[config.mk]
export PLATFORM = sky130hd
export DESIGN_NAME = alu_ctrl_stage
export DESIGN_NICKNAME = d
export VERILOG_FILES = /design/src/rtl/alu_ctrl_stage.sv
export SDC_FILE = /design/constraint.sdc
export NUM_CORES = 1
export LEC_CHECK = 0
export ABC_AREA = 1
export CORE_MARGIN = 2
export CORE_UTILIZATION = 30
export CTS_BUF_LIST = sky130_fd_sc_hd__clkbuf_8
export DETAILED_ROUTE_END_ITERATION = 10
export GPL_TIMING_DRIVEN = 0
export PLACE_DENSITY = 0.52
export SETUP_SLACK_MARGIN = 0.3
export SLEW_MARGIN = 5
export SYNTH_ARGS = -nofsm -noshare
export SYNTH_HDL_FRONTEND = slang
export SYNTH_SLANG_ARGS = --single-unit
[constraint.sdc]
create_clock -name CLK -period 3 [get_ports CLK]
set_input_delay 0.6 -clock CLK [delete_from_list [all_inputs] [get_ports CLK]]
set_output_delay 0.6 -clock CLK [all_outputs]
set_load 0.005 [all_outputs]
[src/rtl/alu_ctrl_stage.sv]
// LEGv8 ALU control stage: decodes ALUop/Opcode into a registered ALUCtrl. Single-cycle ops have latency 1 and MUL has latency MUL_CYCLES; in_ready drops while the output is stalled, a MUL runs, or flush is high.
// MUL sequencing is present only when ALU_CTRL_MUL_EN is defined. Otherwise MUL decodes as illegal.
module alu_ctrl_stage #(
    parameter int OPC_W      = 11,
    parameter int CTRL_W     = 4,
    parameter int MUL_CYCLES = 4
) (
    input  logic              CLK,
    input  logic              resetl,
    input  logic              flush,
    input  logic              in_valid,
    output logic              in_ready,
    input  logic [1:0]        ALUop,
    input  logic [OPC_W-1:0]  Opcode,
    output logic              out_valid,
    input  logic              out_ready,
    output logic [CTRL_W-1:0] ALUCtrl,
    output logic              illegal,
    output logic              mc_busy
);

`ifdef ALU_CTRL_MUL_EN
    localparam logic MUL_EN = 1'b1;
`else
    localparam logic MUL_EN = 1'b0;
`endif

    localparam int CNT_W = $clog2(MUL_CYCLES + 1);

    localparam logic [0:0] S_IDLE  = 1'b0;
    localparam logic [0:0] S_MULTI = 1'b1;

    localparam logic [OPC_W-1:0] OP_ADD = OPC_W'(11'b10001011000);
    localparam logic [OPC_W-1:0] OP_SUB = OPC_W'(11'b11001011000);
    localparam logic [OPC_W-1:0] OP_AND = OPC_W'(11'b10001010000);
    localparam logic [OPC_W-1:0] OP_ORR = OPC_W'(11'b10101010000);
    localparam logic [OPC_W-1:0] OP_EOR = OPC_W'(11'b11001010000);
    localparam logic [OPC_W-1:0] OP_LSL = OPC_W'(11'b11010011011);
    localparam logic [OPC_W-1:0] OP_LSR = OPC_W'(11'b11010011010);
    localparam logic [OPC_W-1:0] OP_MUL = OPC_W'(11'b10011011000);

    logic [0:0]       state_q, state_d;
    logic [CNT_W-1:0] cnt_q, cnt_d;
    logic             out_valid_q, out_valid_d;
    logic [3:0]       ctrl_q, ctrl_d;
    logic             illegal_q, illegal_d;

    logic [3:0] dec_ctrl;
    logic       dec_ill;
    logic       dec_mul;
    logic       accept;

    always_comb begin
        dec_ctrl = 4'b1111;
        dec_ill  = 1'b1;
        dec_mul  = 1'b0;
        case (ALUop)
            2'b00: begin dec_ctrl = 4'b0010; dec_ill = 1'b0; end
            2'b01: begin dec_ctrl = 4'b0111; dec_ill = 1'b0; end
            2'b10: begin
                case (Opcode)
                    OP_ADD: begin dec_ctrl = 4'b0010; dec_ill = 1'b0; end
                    OP_SUB: begin dec_ctrl = 4'b0110; dec_ill = 1'b0; end
                    OP_AND: begin dec_ctrl = 4'b0000; dec_ill = 1'b0; end
                    OP_ORR: begin dec_ctrl = 4'b0001; dec_ill = 1'b0; end
                    OP_EOR: begin dec_ctrl = 4'b0011; dec_ill = 1'b0; end
                    OP_LSL: begin dec_ctrl = 4'b0100; dec_ill = 1'b0; end
                    OP_LSR: begin dec_ctrl = 4'b0101; dec_ill = 1'b0; end
                    OP_MUL: begin
                        if (MUL_EN) begin
                            dec_ctrl = 4'b1000;
                            dec_ill  = 1'b0;
                            dec_mul  = 1'b1;
                        end
                    end
                    default: ;
                endcase
            end
            default: begin
                // I-type opcodes are 10 bits wide; the low bit belongs to the immediate
                case (Opcode[OPC_W-1 -: 10])
                    10'b1001000100: begin dec_ctrl = 4'b0010; dec_ill = 1'b0; end
                    10'b1101000100: begin dec_ctrl = 4'b0110; dec_ill = 1'b0; end
                    10'b1001001000: begin dec_ctrl = 4'b0000; dec_ill = 1'b0; end
                    10'b1011001000: begin dec_ctrl = 4'b0001; dec_ill = 1'b0; end
                    default: ;
                endcase
            end
        endcase
    end

    assign in_ready = (state_q == S_IDLE) & (~out_valid_q | out_ready) & ~flush;
    assign accept   = in_valid & in_ready;

    always_comb begin
        state_d     = state_q;
        cnt_d       = cnt_q;
        out_valid_d = out_valid_q;
        ctrl_d      = ctrl_q;
        illegal_d   = illegal_q;
        if (flush) begin
            state_d     = S_IDLE;
            cnt_d       = '0;
            out_valid_d = 1'b0;
            illegal_d   = 1'b0;
        end else if (state_q == S_MULTI) begin
            if (cnt_q == CNT_W'(1)) begin
                state_d     = S_IDLE;
                cnt_d       = '0;
                out_valid_d = 1'b1;
            end else begin
                cnt_d = cnt_q - CNT_W'(1);
            end
        end else if (accept) begin
            ctrl_d    = dec_ctrl;
            illegal_d = dec_ill;
            if (dec_mul) begin
                // Output stays invalid until the count runs out
                state_d     = S_MULTI;
                cnt_d       = CNT_W'(MUL_CYCLES - 1);
                out_valid_d = 1'b0;
            end else begin
                out_valid_d = 1'b1;
            end
        end else if (out_valid_q & out_ready) begin
            out_valid_d = 1'b0;
        end
    end

    always_ff @(posedge CLK or negedge resetl) begin
        if (!resetl) begin
            state_q     <= S_IDLE;
            cnt_q       <= '0;
            out_valid_q <= 1'b0;
            ctrl_q      <= 4'b0000;
            illegal_q   <= 1'b0;
        end else begin
            state_q     <= state_d;
            cnt_q       <= cnt_d;
            out_valid_q <= out_valid_d;
            ctrl_q      <= ctrl_d;
            illegal_q   <= illegal_d;
        end
    end

    assign out_valid = out_valid_q;
    assign ALUCtrl   = CTRL_W'(ctrl_q);
    assign illegal   = illegal_q;
    assign mc_busy   = MUL_EN & (state_q == S_MULTI);

endmodule

==> results by group <==
Outcome
  • Status: finished with violations
  • Failing checks: design-rule violations

Routing
  • 1st-pass router iterations: 7
  • Vias: between 900 and 1000
  • Avg WL per Cell: 9.73 microns
  • Drt total wl: around 2.0 mm
  • Detail Route Antenna Nets: 0
  • Initial DRC Count: 20
  • Drt drc: 2
  • Via-per-instance ratio: 4.60

Yosys
  • Flops & latches, synth: 10
  • Avg Cell Area, Syn: roughly 6.1 sq um
  • Complex-gate fraction of the synthesized area: 0.0697
  • Multiplexer share of the synthesized area: 0
  • Synthesized area: 897 sq um
  • Synthesized instance count: 146
  • Post-Synth Simple-Gate Area: 0.470
  • Post-Synth XOR/XNOR Area: 0.00976
  • Warnings from Yosys: 0
  • Adder-Cell Fraction of Synth Area: 0.0279
  • Register area share after synthesis: 0.279
  • Largest family of logic cells by synthesized area: simple AND/OR/NAND/NOR gates
  • Post-synth cell types: 24
  • Syn Nets: 166

Global route
  • Number of global-route vias before repair: 889
  • First-pass GRT wire length: 3.49 mm
  • Largest net degree at the start of global routing: 11
  • Gr usage total: 0.130
  • Grt ovf: 0
  • Initial antenna violation count: 0

Setup path
  • CP startpoint kind: input port
  • CP Cell Sequence: clkdlybuf4s50_1, nor2_2, inv_2, a21oi_4, clkdlybuf4s50_1
  • Worst Path Max Fanout: 4
  • CP required: 2.40 ns
  • Critical path arrival: 1.96 ns
  • CP max stage delay: 0.52 ns
  • Crit Path Class: input port to output port
  • CP dominant cell by count: clkdlybuf4s50_1
  • Worst path slowest cell: clkdlybuf4s50_1
  • Largest delay share family, worst path: buffers and inverters
  • Critical Path Sink Type: output port
  • Buf/Inv on CP: 3

Final layout
  • Fin area: 1230 sq um
  • Layout cells sized above 1: 0.144
  • Total Nets Final: approximately 200
  • Most frequent cells in the layout: nand2_1, inv_1, clkdlybuf4s50_1
  • Post-route insts no fill: about 200
  • Most common cell after layout, fill and taps aside: nand2_1
  • Diode count: 0
  • Synth-to-layout area growth: 37.2%

Placement
  • Placed Instance Area: about 1200 sq um
  • Cell total after placement: 201
  • Final HPWL DP: around 1.8 mm
  • IO Port Bufs: 24
  • Routability cong.: 0.811

Timing
  • Slew Viols, Final: 0
  • Fin crit period: ~2.6 ns
  • Final hold violation count: 0
  • Final period util: 0.853
  • Final-report setup violation count: 0
  • RSZ-0062 raised after global routing: false
  • F_max: slightly below 400 MHz
  • Setup TNS: 0 ns
  • Clock Skew: 0.00343 ns

Floorplan
  • Initial core utilization: 0.320
  • Die area: 3440 sq um
  • Die Span X: 58.7 microns
  • CORE AREA: 2810 sq um
  • Top-Level Pins: 26
  • Chip Height: 58.7 microns
  • Row count: 19

Clock tree
  • Clk Latency, worst-skew pair: between 0.2 and 0.25 ns
  • H-Tree Depth: 1
  • Hold_buf cts: 0
  • Post-CTS setup buffer count: 0
  • CTS tree: built
  • CTS clk-pin slew, worst paths: 0.05 ns
  • CTS root buf: clkbuf_8
  • Inserted Clock Buffers: 3
  • Post_cts resized: 0
  • Clock Path Buffers: 2
  • # clock sinks: 10

Power and ir drop
  • VDD IR-drop max: roughly 0.11 mV
  • Leakage Power: 0.000640 uW
  • Power per cell area: 344 nW/um^2

Worst hold path
  • Tightest Hold Check Type: flip-flop to flip-flop

Job
  • Max Cap Violations: 0
[layout make-up]
cell class | instances | area (sq um)
fillers | 301 | 1570
multi-input cells | 104 | 522
clock buffers | 4 | 55.1
flip-flops and latches | 10 | 250
repair buffers | 24 | 240
well taps | 31 | 38.8
plain buffers | 1 | 7.51
inverters | 31 | 118
[per-stage QoR]
step           utilization  total power, uW  setup slack (ns)  hold WS (ns)
4_1_cts              0.439              431             0.440         0.490
3_3_place_gp         0.419              263             0.446         0.466
6_report             0.439              424             0.442         0.486
3_5_place_dp         0.419              264             0.444         0.476
5_1_grt              0.439              448             0.362         0.511
2_1_floorplan            -              202              1.48         0.304
[flip-flops by register name, indices dropped and copies added (netlist names)]
| register | flops |
|---|---|
| ALUCtrl | 4 |
| cnt_q | 3 |
| illegal | 1 |
| out_valid | 1 |
| state_q | 1 |
[cells in the mapped netlist]
library cell | count | area (sq um)
nand4_1 | 4 | 25.0
nor2_4 | 2 | 22.5
inv_1 | 25 | 93.8
clkinv_2 | 1 | 5.00
nand3_2 | 2 | 20.0
nor2_1 | 15 | 56.3
o21ai_0 | 3 | 15.0
nor3_1 | 1 | 5.00
conb_1 | 1 | 3.75
nand2_2 | 2 | 12.5
dfrtp_1 | 10 | 250
inv_2 | 5 | 18.8
nand2_1 | 47 | 176
xnor2_1 | 1 | 8.76
a21oi_4 | 1 | 16.3
ha_1 | 2 | 25.0
or2_1 | 1 | 6.26
nor2_2 | 5 | 31.3
nand2_4 | 1 | 11.3
nand3_1 | 11 | 55.1
buf_4 | 1 | 7.51
o22ai_1 | 2 | 12.5
o21ai_1 | 2 | 10.0
a21oi_2 | 1 | 8.76
[final timing paths]
check,startpoint,slack (ns),end,cells past startpoint
max,flush,0.44,in_ready,5
min,ALUCtrl[3],0.49,ALUCtrl[3],2
max reg2reg,state_q,1.76,ALUCtrl[2],8
min reg2reg,ALUCtrl[3],0.49,ALUCtrl[3],2
max in group asynchronous,resetl,1.99,state_q,1
min in group asynchronous,resetl,0.69,ALUCtrl[3],1
[power breakdown]
part	internal [uW]	total, uW	switching, uW
logic	57.3	109	51.8
registers	145	151	5.84
clock network	115	164	48.7
[cells by family after synthesis]
logic type,count (synthesis)
AND/OR/NAND/NOR,91
buffers and inverters,32
flip-flops,10
AO/OA/AOI/OAI,9
adder cells (fa/ha/maj),2
XOR/XNOR,1
other,1
[per-layer routing]
layer  wire, microns  GRT usage  share of wire
met5               0          0              0
met4              23     0.0487          0.012
met2            1000      0.242           0.50
met1             865      0.146           0.43
met3             101     0.0220          0.051
[worst min-delay path: cells and delay by family (launching register included)]
kind | cells | cell delay [ns]
flip-flops | 1 | 0.35
AND/OR/NAND/NOR | 2 | 0.11
No activity file was read; power rests on OpenSTA's default activity.
==> RTL change 1, RTL diff (same flow settings) <==
Set the parameter `MUL_CYCLES` to 2 (it was 4).
--- a/src/rtl/alu_ctrl_stage.sv
+++ b/src/rtl/alu_ctrl_stage.sv
@@ -5,3 +5,3 @@
     parameter int CTRL_W     = 4,
-    parameter int MUL_CYCLES = 4
+    parameter int MUL_CYCLES = 2
 ) (
Check against the original RTL: same outputs for any inputs over 10 cycles, from zero or initial values and one cycle with resetl low; that may be too few to reach the edited logic, so the function may still have changed.
==> RTL change 1 against the unedited design <==
Sequential cell count shrank 1. Die area shrank 10%. Setup slack gained 0.075 ns. Power shrank 9.3%. Synthesized cell count shrank 12%. Final area shrank 9.0%. Synthesized area shrank 11%. Routed wire length shrank 7.0%. Critical path type unchanged.
==> RTL change 1: results (changes against the unedited design) <==
status=finished clean; Antenna Cells=0 (unchanged); reg-to-reg critical path startpoint=state_q; Final #Nets=177 (-9.2%); fraction of registers with async set/reset=1.00 (unchanged); Placement Setup Slack=0.545 ns (+0.101 ns); worst-path maximum fanout=3 (-1); clock skew=0.00304 ns (-0.000386 ns); Ys Warns=0 (unchanged); CP arrival=1.88 ns (-0.08 ns); hold path endpoint=ALUCtrl[1]; cell count after synthesis=129 (-12%); # fillers=286 (-5.0%); largest net degree at the start of global routing=10 (-1); CTS Buffer Depth=2 (unchanged); max reg flops=4 (unchanged); First-pass DRT Iterations=4 (-3); maximum VDD drop=0.000240 V (+120%); vias in the first global route=806 (-9.3%); Root Buffer=clkbuf_8; htree depth=1 (unchanged); layout cell share with drive strength beyond 1=0.159 (+0.0156); dpl hpwl=1520 um (-13%); worst hold stages=2 (unchanged); placed cell area=1070 um2 (-8.6%); gr usage total=0.126 (-0.00397); reg-to-reg setup timing slack=1.76 ns (about the same); Synth area leaders=dfrtp_1 (28%), nand2_1 (18%), inv_1 (8.9%); leakage power total=0.000572 uW (-11%); cell taking the most area after synthesis=dfrtp_1; smallest hold slack=0.485 ns (-0.00157 ns); DR vias=841 (-11%); CTS resizes=0 (unchanged); Post-synth top cells=nand2_1 (38), inv_1 (19), nor2_1 (16), dfrtp_1 (9), nand3_1 (9); post-synth cell types=25 (+4.2%); min-delay src=ALUCtrl[1]; WL/cell=9.91 um (+1.9%); R2R Path End=ALUCtrl[0]; Reg clk slew, reported paths=0.05 ns (about the same); first-pass GRT wire length=3170 um (-9.3%); antenna violations before repair=0 (unchanged); # port buffers=24 (unchanged); CTS buffer count=3 (unchanged); post-synthesis net count=148 (-11%); CP startpoint=flush; DR iter-0 viols=16 (-20%); sequential area share after synthesis=0.283 (+0.00363); Placer Congestion=0.762 (-6.1%); Pint=280 uW (-12%); via/cell ratio=4.50 (-2.2%); clk_lat worst skew=0.23 ns (about the same); Worst Hold Class=register to register; Setup Crit Path Kind=primary input to output port; depth of the most critical reg-to-reg path=10 (+2); Post-CTS Setup Inserts=0 (unchanged)
[RTL change 1: worst max-delay path, stage by stage]
cell	delay [ns]
clkdlybuf4s50_1	0.47
inv_2	0.11
nand2_4	0.07
nor2_4	0.13
clkdlybuf4s50_1	0.51
[RTL change 1: cell families after synthesis]
group	share of synthesized area
AND/OR/NAND/NOR	0.485
buffers and inverters	0.138
AO/OA/AOI/OAI	0.0738
flip-flops	0.283
adder cells (fa/ha/maj)	0.0157
other	0.00471
[RTL change 1: how the worst max path moves through the flow]
stage	end	slack (ns)	depth (start not counted)
5_1_grt	in_ready	0.47	5
3_3_place_gp	in_ready	0.53	5
6_report	in_ready	0.52	5
4_1_cts	in_ready	0.51	5
2_1_floorplan	in_ready	1.56	3
3_5_place_dp	in_ready	0.55	5
[RTL change 1: metal layers]
| layer | track usage | routed length [um] | up-vias | part of all wire |
|---|---|---|---|---|
| li1 | - | - | 451 | - |
| met1 | 0.140 | 848 | 369 | 0.46 |
| met2 | 0.218 | 907 | 19 | 0.49 |
| met3 | 0.0445 | 81 | 2 | 0.044 |
| met4 | 0.0488 | 16 | 0 | 0.0086 |
| met5 | 0 | 0 | - | 0 |
[RTL change 1: power groups by stage]
stage / registers [uW] / clock network [uW] / logic [uW]
finish: 138 / 136 / 110
global route: 140 / 151 / 121
CTS: 139 / 142 / 110
detailed placement: 140 / 0 / 109
global placement: 140 / 0 / 109
floorplan: 141 / 0 / 46.7
[RTL change 1: area by class of cell]
cell class / instances / area, um2 / share of cell area
multi-input cells: 93 / 462 / 0.412
repair buffers: 24 / 240 / 0.215
flip-flops and latches: 9 / 225 / 0.201
inverters: 26 / 103 / 0.0916
clock buffers: 3 / 41.3 / 0.0369
well taps: 30 / 37.5 / 0.0335
plain buffers: 1 / 7.51 / 0.00670
clock inverters: 1 / 3.75 / 0.00335
==> RTL change 2, RTL diff (same settings) <==
Made on the original files. Reset style: synchronous (`resetl`), changed in one clocked block.
--- a/src/rtl/alu_ctrl_stage.sv
+++ b/src/rtl/alu_ctrl_stage.sv
@@ -129,3 +129,3 @@
 
-    always_ff @(posedge CLK or negedge resetl) begin
+    always_ff @(posedge CLK) begin
         if (!resetl) begin
Formal check against the unedited RTL: differs if resetl is asserted again (counterexample within 4 cycles, from zero or initial values and one cycle with resetl low); with resetl held inactive, the same outputs for 10 cycles.
==> RTL change 2 against the unedited design <==
Utilization is 3.1 points higher. Final area shrank 13%. Sequential cell count unchanged. Via count down 12%. Power down 10%. Synthesized area down 18%. Count of clock-buffer cells in the layout did not move. Register-to-register slack better by 0.07 ns. Maximum frequency rose by 5.7%. Routed wire length is 14% lower. Hold slack lost 0.022 ns. Clock power is 2% higher. Critical path depth rose by 1. Setup slack improved by 0.14 ns. Largest cell class unchanged. Largest power group unchanged.
==> RTL change 2: results (changes against the unedited design) <==
Peak Freq=413 MHz (+5.7%); layout cell share with drive strength beyond 1=0.0759 (-0.0677); maximum VDD drop=0.000372 V (+250%); Clk pwr share=0.440 (+0.054); Post-synth top cells=nand2_1 (33), inv_1 (24), nor2_1 (21), dfxtp_1 (10); fraction of registers with async set/reset=0 (-1.00); dpl hpwl=1490 um (-15%); placed cell area=1010 um2 (-14%); hold path endpoint=ALUCtrl[3]; drt total wl=1720 um (-14%); Synth Area in Compound Gates=0.142 (+0.0726); met3 Usage GRT=0.0583 (+0.0364); DR top layer=met3; CP arrival=1.82 ns (-0.14 ns); post-synthesis xor/xnor area fraction=0 (-0.00976); leakage power total=0.000509 uW (-20%); largest net degree at the start of global routing=7 (-4); met1 usage=0.181 (+0.0350); switching power total=88.6 uW (-17%); status=finished clean; Placement Setup Slack=0.572 ns (+0.128 ns); Final #Nets=179 (-8.2%); post-synth cell types=19 (-21%); R2R Path End=ALUCtrl[2]; met2 wire len=759 um (-24%); combinational power share=0.194 (-0.063); First-pass DRT Iterations=4 (-3); min-delay src=ALUCtrl[3]; sw frac=0.232 (-0.0184); Metal-1 WL=893 um (+3.2%); smallest hold slack=0.465 ns (-0.0215 ns); vias in the first global route=727 (-18%); Placer Congestion=0.889 (+9.6%); reg-to-reg setup timing slack=1.83 ns (+0.07 ns); worst-path maximum fanout=2 (-2); reg-to-reg critical path startpoint=state_q; CTS resizes=0 (unchanged); sequential area share after synthesis=0.271 (-0.00775); clock skew=0.00375 ns (+0.000322 ns); post-synthesis net count=150 (-9.6%)
-- RTL change 2: cell types whose count changed after synthesis, moves of 2 or more --
cell	before	now
o21ai_1	2	0
dfrtp_1	10	0
nand3_1	11	9
o21ai_0	3	9
a21oi_1	0	9
nand4_1	4	1
inv_2	5	2
nor2_1	15	21
nand2_1	47	33
nor2_2	5	1
dfxtp_1	0	10
o22ai_1	2	0
-- RTL change 2: cell families after synthesis --
group	after synthesis
buffers and inverters	27
DFF	10
other	1
and+or+nand+nor	70
adders and majority gates	2
AOI/OAI and AO/OA	20
-- RTL change 2: worst reg2reg max path, delay by kind of cell (launching register included) --
family          cells  cell delay, ns
flops               1            0.33
buf+inv             2            0.23
simple gates        5            0.44
compound gates      1            0.07
-- RTL change 2: cell type report --
class / count / area (um2)
Sequential cell: 10 / 200
Fill cell: 252 / 1210
Multi-Input combinational cell: 93 / 433
Tap cell: 28 / 35.0
Inverter: 26 / 97.6
Clock buffer: 4 / 55.1
Buffer: 1 / 7.51
Timing Repair Buffer: 24 / 240
